`config.mk`:
```
export PLATFORM = sky130hd
export DESIGN_NAME = gate_exerciser
export DESIGN_NICKNAME = d
export VERILOG_FILES = /design/src/rtl/gate_exerciser.sv
export SDC_FILE = /design/constraint.sdc
export NUM_CORES = 1
export LEC_CHECK = 0
export ABC_AREA = 0
export CAP_MARGIN = 40
export CELL_PAD_IN_SITES_DETAIL_PLACEMENT = 1
export CELL_PAD_IN_SITES_GLOBAL_PLACEMENT = 2
export CORE_UTILIZATION = 30
export CTS_CLUSTER_DIAMETER = 50
export DETAILED_ROUTE_END_ITERATION = 10
export DONT_BUFFER_PORTS = 1
export PLACE_DENSITY_LB_ADDON = 0.08
export SYNTH_ARGS = -nofsm -noshare
export SYNTH_HDL_FRONTEND = slang
export SYNTH_SLANG_ARGS = --single-unit
```
`constraint.sdc`:
```
create_clock -name clk -period 4.2 [get_ports clk]
set_clock_uncertainty 0.15 [all_clocks]
set_input_delay 0.63 -clock clk [delete_from_list [all_inputs] [get_ports clk]]
set_output_delay 0.63 -clock clk [all_outputs]
set_load 0.03 [all_outputs]
```
`src/rtl/gate_exerciser.sv`:
```
// Two-input gate exerciser: steps {a,b} through 00..11, holds each vector
// HOLD_CYCLES cycles, samples dut_o on the last hold cycle and tallies mismatches.
//
// state | meaning
// IDLE  | waiting for start after reset
// DRIVE | stepping vectors and sampling dut_o
// DONE  | results valid, waiting for a restart
module gate_exerciser #(
    parameter int unsigned HOLD_CYCLES = 4
) (
    input  logic       clk,
    input  logic       rst_n,
    input  logic       start,
    input  logic [2:0] op,
    output logic       a,
    output logic       b,
    input  logic       dut_o,
    output logic       busy,
    output logic       done,
    output logic       pass,
    output logic [2:0] err_cnt,
    output logic [3:0] err_vec
);

    typedef enum logic [1:0] {
        IDLE  = 2'd0,
        DRIVE = 2'd1,
        DONE  = 2'd2
    } state_t;

    localparam logic [7:0] HOLD_LAST = 8'(HOLD_CYCLES - 1);

    state_t     state;
    logic [2:0] op_q;
    logic [1:0] vec;
    logic [7:0] hold;

    logic       expect_bit;
    logic       reserved;
    logic       mismatch;
    logic [1:0] vec_next;

    always_comb begin
        expect_bit = 1'b0;
        reserved   = 1'b0;
        case (op_q)
            3'd0:    expect_bit = vec[1] & vec[0];
            3'd1:    expect_bit = vec[1] | vec[0];
            3'd2:    expect_bit = ~(vec[1] & vec[0]);
            3'd3:    expect_bit = ~(vec[1] | vec[0]);
            3'd4:    expect_bit = vec[1] ^ vec[0];
            3'd5:    expect_bit = ~(vec[1] ^ vec[0]);
            default: reserved   = 1'b1;
        endcase
        // case-inequality so an x or z on dut_o is treated as a failure
        mismatch = reserved || (dut_o !== expect_bit);
        vec_next = vec + 2'd1;
    end

    always_ff @(posedge clk or negedge rst_n) begin
        if (!rst_n) begin
            state   <= IDLE;
            op_q    <= 3'd0;
            vec     <= 2'd0;
            hold    <= 8'd0;
            a       <= 1'b0;
            b       <= 1'b0;
            busy    <= 1'b0;
            done    <= 1'b0;
            pass    <= 1'b0;
            err_cnt <= 3'd0;
            err_vec <= 4'd0;
        end else begin
            case (state)
                IDLE, DONE: begin
                    if (start) begin
                        state   <= DRIVE;
                        op_q    <= op;
                        vec     <= 2'd0;
                        hold    <= 8'd0;
                        a       <= 1'b0;
                        b       <= 1'b0;
                        busy    <= 1'b1;
                        done    <= 1'b0;
                        pass    <= 1'b0;
                        err_cnt <= 3'd0;
                        err_vec <= 4'd0;
                    end
                end
                DRIVE: begin
                    if (hold == HOLD_LAST) begin
                        hold <= 8'd0;
                        if (mismatch) begin
                            err_vec[vec] <= 1'b1;
                            if (err_cnt != 3'd4) begin
                                err_cnt <= err_cnt + 3'd1;
                            end
                        end
                        if (vec == 2'd3) begin
                            // pass must account for the final sample taken on this edge
                            state <= DONE;
                            busy  <= 1'b0;
                            done  <= 1'b1;
                            pass  <= (err_cnt == 3'd0) && !mismatch;
                            vec   <= 2'd0;
                            a     <= 1'b0;
                            b     <= 1'b0;
                        end else begin
                            vec <= vec_next;
                            a   <= vec_next[1];
                            b   <= vec_next[0];
                        end
                    end else begin
                        hold <= hold + 8'd1;
                    end
                end
                default: state <= IDLE;
            endcase
        end
    end

endmodule

```
==> results of run 1 <==
## cell usage after synthesis (2+ instances only)
cell type	count
a21oi_1	5
a22o_1	4
clkbuf_1	2
dfrtp_1	25
ha_1	7
inv_1	7
nand2_1	22
nand2b_1	3
nand4_1	3
nor2_1	12
nor2b_1	2
nor3_1	3
o21ai_0	11
o311ai_0	2
o31ai_1	2
xnor2_1	4
xor2_1	3
## power by group
group          total [mW]  switching, mW  internal, mW
clock               0.148         0.0804        0.0680
sequential          0.540          0.203         0.336
combinational       0.367          0.203         0.164
total                1.06          0.486         0.569
## metrics by stage
step	cells	setup slack, ns	cell area (µm²)	utilization (%)
after floorplan	134	1.94	1290	-
after global placement	182	1.62	1350	33.2
after detailed placement	182	1.63	1350	33.2
after CTS	187	1.60	1410	34.8
after global routing	187	1.40	1410	34.8
final	187	1.62	1410	34.8
## worst max path at each step
stage	endpoint	slack, ns	cells after the start	start
after floorplan	pass	1.94	7	a
after global placement	err_vec[2]	1.62	7	b
after detailed placement	err_vec[0]	1.63	7	b
after CTS	err_vec[2]	1.60	7	b
after global routing	err_vec[2]	1.40	6	b
final	err_vec[2]	1.62	7	b
## area by class of cell
class	count	area, µm²	share of cell area, %
Clock buffer	4	45.0	3.19
Inverter	7	26.3	1.86
Multi-Input combinational cell	100	633	44.8
Sequential cell	25	626	44.3
Tap cell	50	62.6	4.43
Timing Repair Buffer	1	20.0	1.42
## registers in the layout, summed over array words and instances (netlist names)
signal / count
a: 1
pass: 1
err_cnt: 3
done: 1
state: 2
err_vec: 4
hold: 8
op_q: 3
busy: 1
b: 1
## per-layer routing
metal  up-vias  global-route usage, %
li1        478                      -
met1       503                   22.0
met2        17                   22.3
met3         4                   4.22
met4         0                   4.79
met5         -                      0
## cell families (layout without fill, tap and decap cells)
kind of cell               Yosys count  count (layout)  share of synthesized area [%]
xor gates and xnor gates             7               7                           4.74
muxes                                1               1                          0.871
adders and majority gates            7               7                           6.78
buffers and inverters                9              12                           2.61
DFF                                 25              25                           48.4
and+or+nand+nor                     55              55                           20.9
AOI/OAI and AO/OA                   30              30                           15.7
==> impl_metrics.csv, run 1 <==
group,metric,value,unit
status,outcome,"finished clean",
yosys,synthesis.area,1290,µm²
final_layout,layout_commonest_cell,"dfrtp_1",
timing,worst_pin_slew,0.735,ns
pwr,fin_total_pwr,1.06,mW
die,die_w,67.6,µm
final_layout,final_nets,152,
setup_path,critPathBufInv,1,
global_routing,grt_overflow,0,
flow_run,max_cap_viol_count,0,
cts,cts_setup_buffers,0,
yosys,synthFlopType,"dfrtp_1",
die,die_area,4570,µm²
die,fp.dieH,67.6,µm
timing,relSlewSlack,50.6,%
cts,clock_path_buffers,2,
setup_path,r2r-end,"err_vec[2]",
pwr,power_density,747,nW/µm²
final_layout,mostFrequentLayoutCells,"dfrtp_1 (25), nand2_1 (22), nor2_1 (12), o21ai_0 (11)",
timing,holdWs,0.0110,ns
drt,viasPerCell,5.36,
drt,wl_met1,1550,µm
timing,drv_slew,0,
drt,dr.pass1.iters,4,
setup_path,arrival,2.59,ns
global_routing,grt_max_degree,26,
yosys,async_reset_ff_share,100,%
setup_path,rrSetupSlack,1.62,ns
cts,cts-htree-levels,1,
cts,cts_hold_buf,1,
drt,routed_wl,3070,µm
die,num_rows,23,
timing,finalCritPeriodShare,61.3,%
cts,cts_root_buffer,"clkbuf_8",
worst_hold_path,hp-class,"input pin to async pin",
cts,clk_pin_slew,0.09,ns
placed_design,dpl.hpwl,2220,µm
yosys,synth_top_cell_by_area,"dfrtp_1",
yosys,avgSynthCellArea,9.65,µm²
global_routing,grt_pass1_wl,5170,µm
timing,fin_crit,2.58,ns
setup_path,slowest_stage,"dfrtp_1",
setup_path,cpPeakStageDelay,0.59,ns
timing,fmax,388,MHz
placed_design,place_congestion,0.697,
cts,cts_buffers,3,
setup_path,critical_path_class,"flip-flop to flip-flop",
drt,num_vias,1002,
setup_path,reg2reg_from,"b",
drt,drcViolationCount,0,
global_routing,grtUsageTotal,15.4,%
setup_path,cp_top_family,"simple AND/OR/NAND/NOR gates",
yosys,synth.ff_latch_count,25,
cts,cts_tree,"built",
yosys,synthTopCellsByArea,"dfrtp_1 (48%), ha_1 (6.8%), nand2_1 (6.4%), o21ai_0 (4.3%), nor2_1 (3.5%)",
die,initial_core_util,31.9,%
setup_path,cp.required,4.22,ns
pwr,leakage,0.621,nW
yosys,synth_top_area_share,48.4,%
yosys,ys_types,34,
yosys,ys_warn_count,0,
yosys,synth_edf_count,0,
setup_path,crit_fanout,6,
setup_path,end_kind,"flip-flop",
yosys,synth_nets,148,
yosys,synthCells,134,
die,num_io_pins,19,
timing,finalSetupTns,0,ns
final_layout,nFillCells,468,
placed_design,portBuffers,0,
yosys,yosysSeqAreaShare,48.4,%
die,fp.coreArea,4060,µm²
drt,wl_per_cell,16.4,µm
cts,clk_latency,0.27,ns
cts,cts_resized,0,
final_layout,drive_gt1_share,6.57,%
setup_path,rr_worst_depth,7,
final_layout,area_growth,9.29,%
timing,finalHoldViolCount,0,
drt,wl_met3,151,µm
timing,finalSetupViolCount,0,
global_routing,grt_pass1_vias,1040,
drt,wl_met2,1330,µm
timing,grt_setup_unrepaired,"false",
global_routing,antenna_found_initial,0,
pwr,vdd_ir_drop_max,0.273,mV
setup_path,startpoint_type,"flip-flop",
cts,cts.sinks,25,
drt,routed.top_layer,"met4",
drt,drtIter0Drc,32,
final_layout,antennaDiodeCount,0,
setup_path,cp_cell_sequence,"inv_1 -> ha_1 -> and2_1 -> or3_1 -> a21oi_1 -> nor3_1 -> a22o_1",
drt,drtAntennaViolNets,0,
No activity file was read; power rests on OpenSTA's default activity.
==> run 2, diff against run 1 <==
- clock period: 4.2 -> 2.5 ns (I/O delays scaled with it)
==> run 2 against run 1 <==
Routed wire length grew 7.6%. Cell count grew 5.3%. Sequential share of layout area decreased by 2.4 points. Combinational power is 110% higher. Highest routed layer unchanged. Die area did not move. Largest cell class unchanged. First-iteration DRC count is 34% lower. Largest power group unchanged. Core utilization up 2.0 points. Sequential cell count is the same.
==> impl_metrics.csv, run 2 (same netlist as run 1, synthesis figures left out) <==
group,metric,value,unit
status,outcome,"finished clean",
final_layout,nFillCells,482,
final_layout,layout_commonest_cell,"dfrtp_1",
final_layout,largest_reg_flops,8,
worst_hold_path,worstHoldPathCells,2,
placed_design,place_congestion,0.718,
final_layout,drive_gt1_share,12.9,%
drt,routed_wl,3300,µm
die,die_area,4570,µm²
drt,num_vias,1015,
die,die_w,67.6,µm
timing,fmax,419,MHz
pwr,leakage,0.671,nW
timing,setup_ws,0.115,ns
setup_path,crit_fanout,5,
cts,cts_tree,"built",
setup_path,rrSetupSlack,0.11,ns
cts,cts.sinks,25,
drt,drtAntennaViolNets,0,
drt,wl_per_cell,16.7,µm
timing,holdWs,0.0472,ns
global_routing,grtUsageTotal,16.5,%
global_routing,grt_pass1_wl,5460,µm
drt,viasPerCell,5.15,
worst_hold_path,hp-class,"input pin to flip-flop",
die,fp.dieH,67.6,µm
final_layout,final_nets,162,
global_routing,antenna_found_initial,0,
drt,dr.pass1.iters,4,
cts,clk_pin_slew,0.10,ns
final_layout,top_regs,"hold: 8 flops, err_vec: 4 flops",
timing,grt_setup_unrepaired,"false",
worst_hold_path,holdPathEnd,"op_q[1]",
cts,clk_latency,0.27,ns
setup_path,cp_cell_sequence,"ha_2 -> or3b_2 -> or2_4 -> or3_4 -> o221a_1",
final_layout,post-route-util,36.8,%
drt,drcViolationCount,0,
placed_design,dpl_cell_area,1420,µm²
timing,drv_slew,0,
global_routing,grt_overflow,0,
final_layout,design_area,1490,µm²
timing,finalSetupTns,0,ns
final_layout,seqCellArea,626,µm²
cts,cts_setup_buffers,0,
cts,cts_root_buffer,"clkbuf_8",
setup_path,end_kind,"flip-flop",
final_layout,antennaDiodeCount,0,
setup_path,r2r-end,"err_cnt[2]",
global_routing,grt_pass1_vias,1108,
setup_path,arrival,2.41,ns
setup_path,slowest_stage,"or3b_2",
drt,drtIter0Drc,21,
placed_design,dpl_worst_slack,0.125,ns
final_layout,largest_register,"hold",
setup_path,rr_worst_depth,5,
final_layout,stdcell_count,197,
placed_design,numPlacedInstances,191,
setup_path,startpoint_type,"flip-flop",
die,fp.coreArea,4060,µm²
flow_run,max_cap_viol_count,0,
setup_path,cpPeakStageDelay,0.51,ns
setup_path,critical_path_class,"flip-flop to flip-flop",
final_layout,area_growth,15.5,%
timing,relSlewSlack,57.9,%
placed_design,portBuffers,0,
setup_path,cp.required,2.52,ns
setup_path,reg2reg_from,"hold[0]",
cts,cts_buffers,3,
die,num_rows,23,
pwr,vdd_ir_drop_max,0.439,mV
timing,fin_crit,2.39,ns
placed_design,dpl.hpwl,2320,µm
timing,finalHoldViolCount,0,
timing,finalCritPeriodShare,95.4,%
timing,finalSetupViolCount,0,
setup_path,crit_start,"hold[0]",
pwr,fin_total_pwr,1.87,mW
timing,worst_pin_slew,0.631,ns
die,num_io_pins,19,
die,initial_core_util,31.9,%
pwr,power_density,1250,nW/µm²
cts,clock_path_buffers,2,
worst_hold_path,hp-start,"op[1]",
final_layout,mostFrequentLayoutCells,"dfrtp_1 (25), nand2_1 (22), nor2_1 (12), o21ai_0 (11), buf_4 (9)",
final_layout,multiInputGateArea,636,µm²
cts,cts-htree-levels,1,
global_routing,grt_max_degree,26,
## run 2: cell types whose count changed in the layout (fill, tap and decap cells not counted), sizes merged
cell,delta
buf,+9
dlygate4sd3,+1
## run 2: cell type report
class | count | area share, %
flip-flops and latches | 25 | 41.9
multi-input cells | 100 | 42.6
well taps | 50 | 4.19
repair buffers | 11 | 6.54
inverters | 7 | 1.76
clock buffers | 4 | 3.02
## run 2: repair_timing
action,in CTS,in global routing
setup endpoints to repair,0,2
gates resized for setup,0,2
hold buffers,2,0
hold endpoints to repair,25,0
## run 2: metal layers
layer	wire [µm]	track usage [%]	up-vias
met5	0	0	-
met2	1530	25.9	15
li1	-	-	493
met3	112	3.38	4
met4	38	6.38	0
met1	1620	21.9	503
## run 2: power breakdown
| part | switching (mW) | internal [mW] | leakage, nW |
|---|---|---|---|
| sequential | 0.295 | 0.566 | 0.313 |
| combinational | 0.417 | 0.342 | 0.336 |
| clock | 0.136 | 0.114 | 0.0228 |
| total | 0.848 | 1.02 | 0.671 |
## run 2: worst max-delay path by stage
| stage | to | slack, ns | cells after the start |
|---|---|---|---|
| after floorplan | pass | 0.24 | 7 |
| after global placement | err_cnt[2] | 0.13 | 5 |
| after detailed placement | err_cnt[2] | 0.13 | 5 |
| after CTS | err_cnt[2] | 0.08 | 5 |
| after global routing | err_cnt[2] | 0.03 | 5 |
| final | err_cnt[2] | 0.11 | 5 |
## run 2: worst max-delay path, delay by kind of cell (launching register included)
family                   cells  cell delay [ns]
flip-flops                   1             0.45
adder cells (fa/ha/maj)      1             0.26
AO/OA/AOI/OAI                1             0.26
AND/OR/NAND/NOR              3             1.18
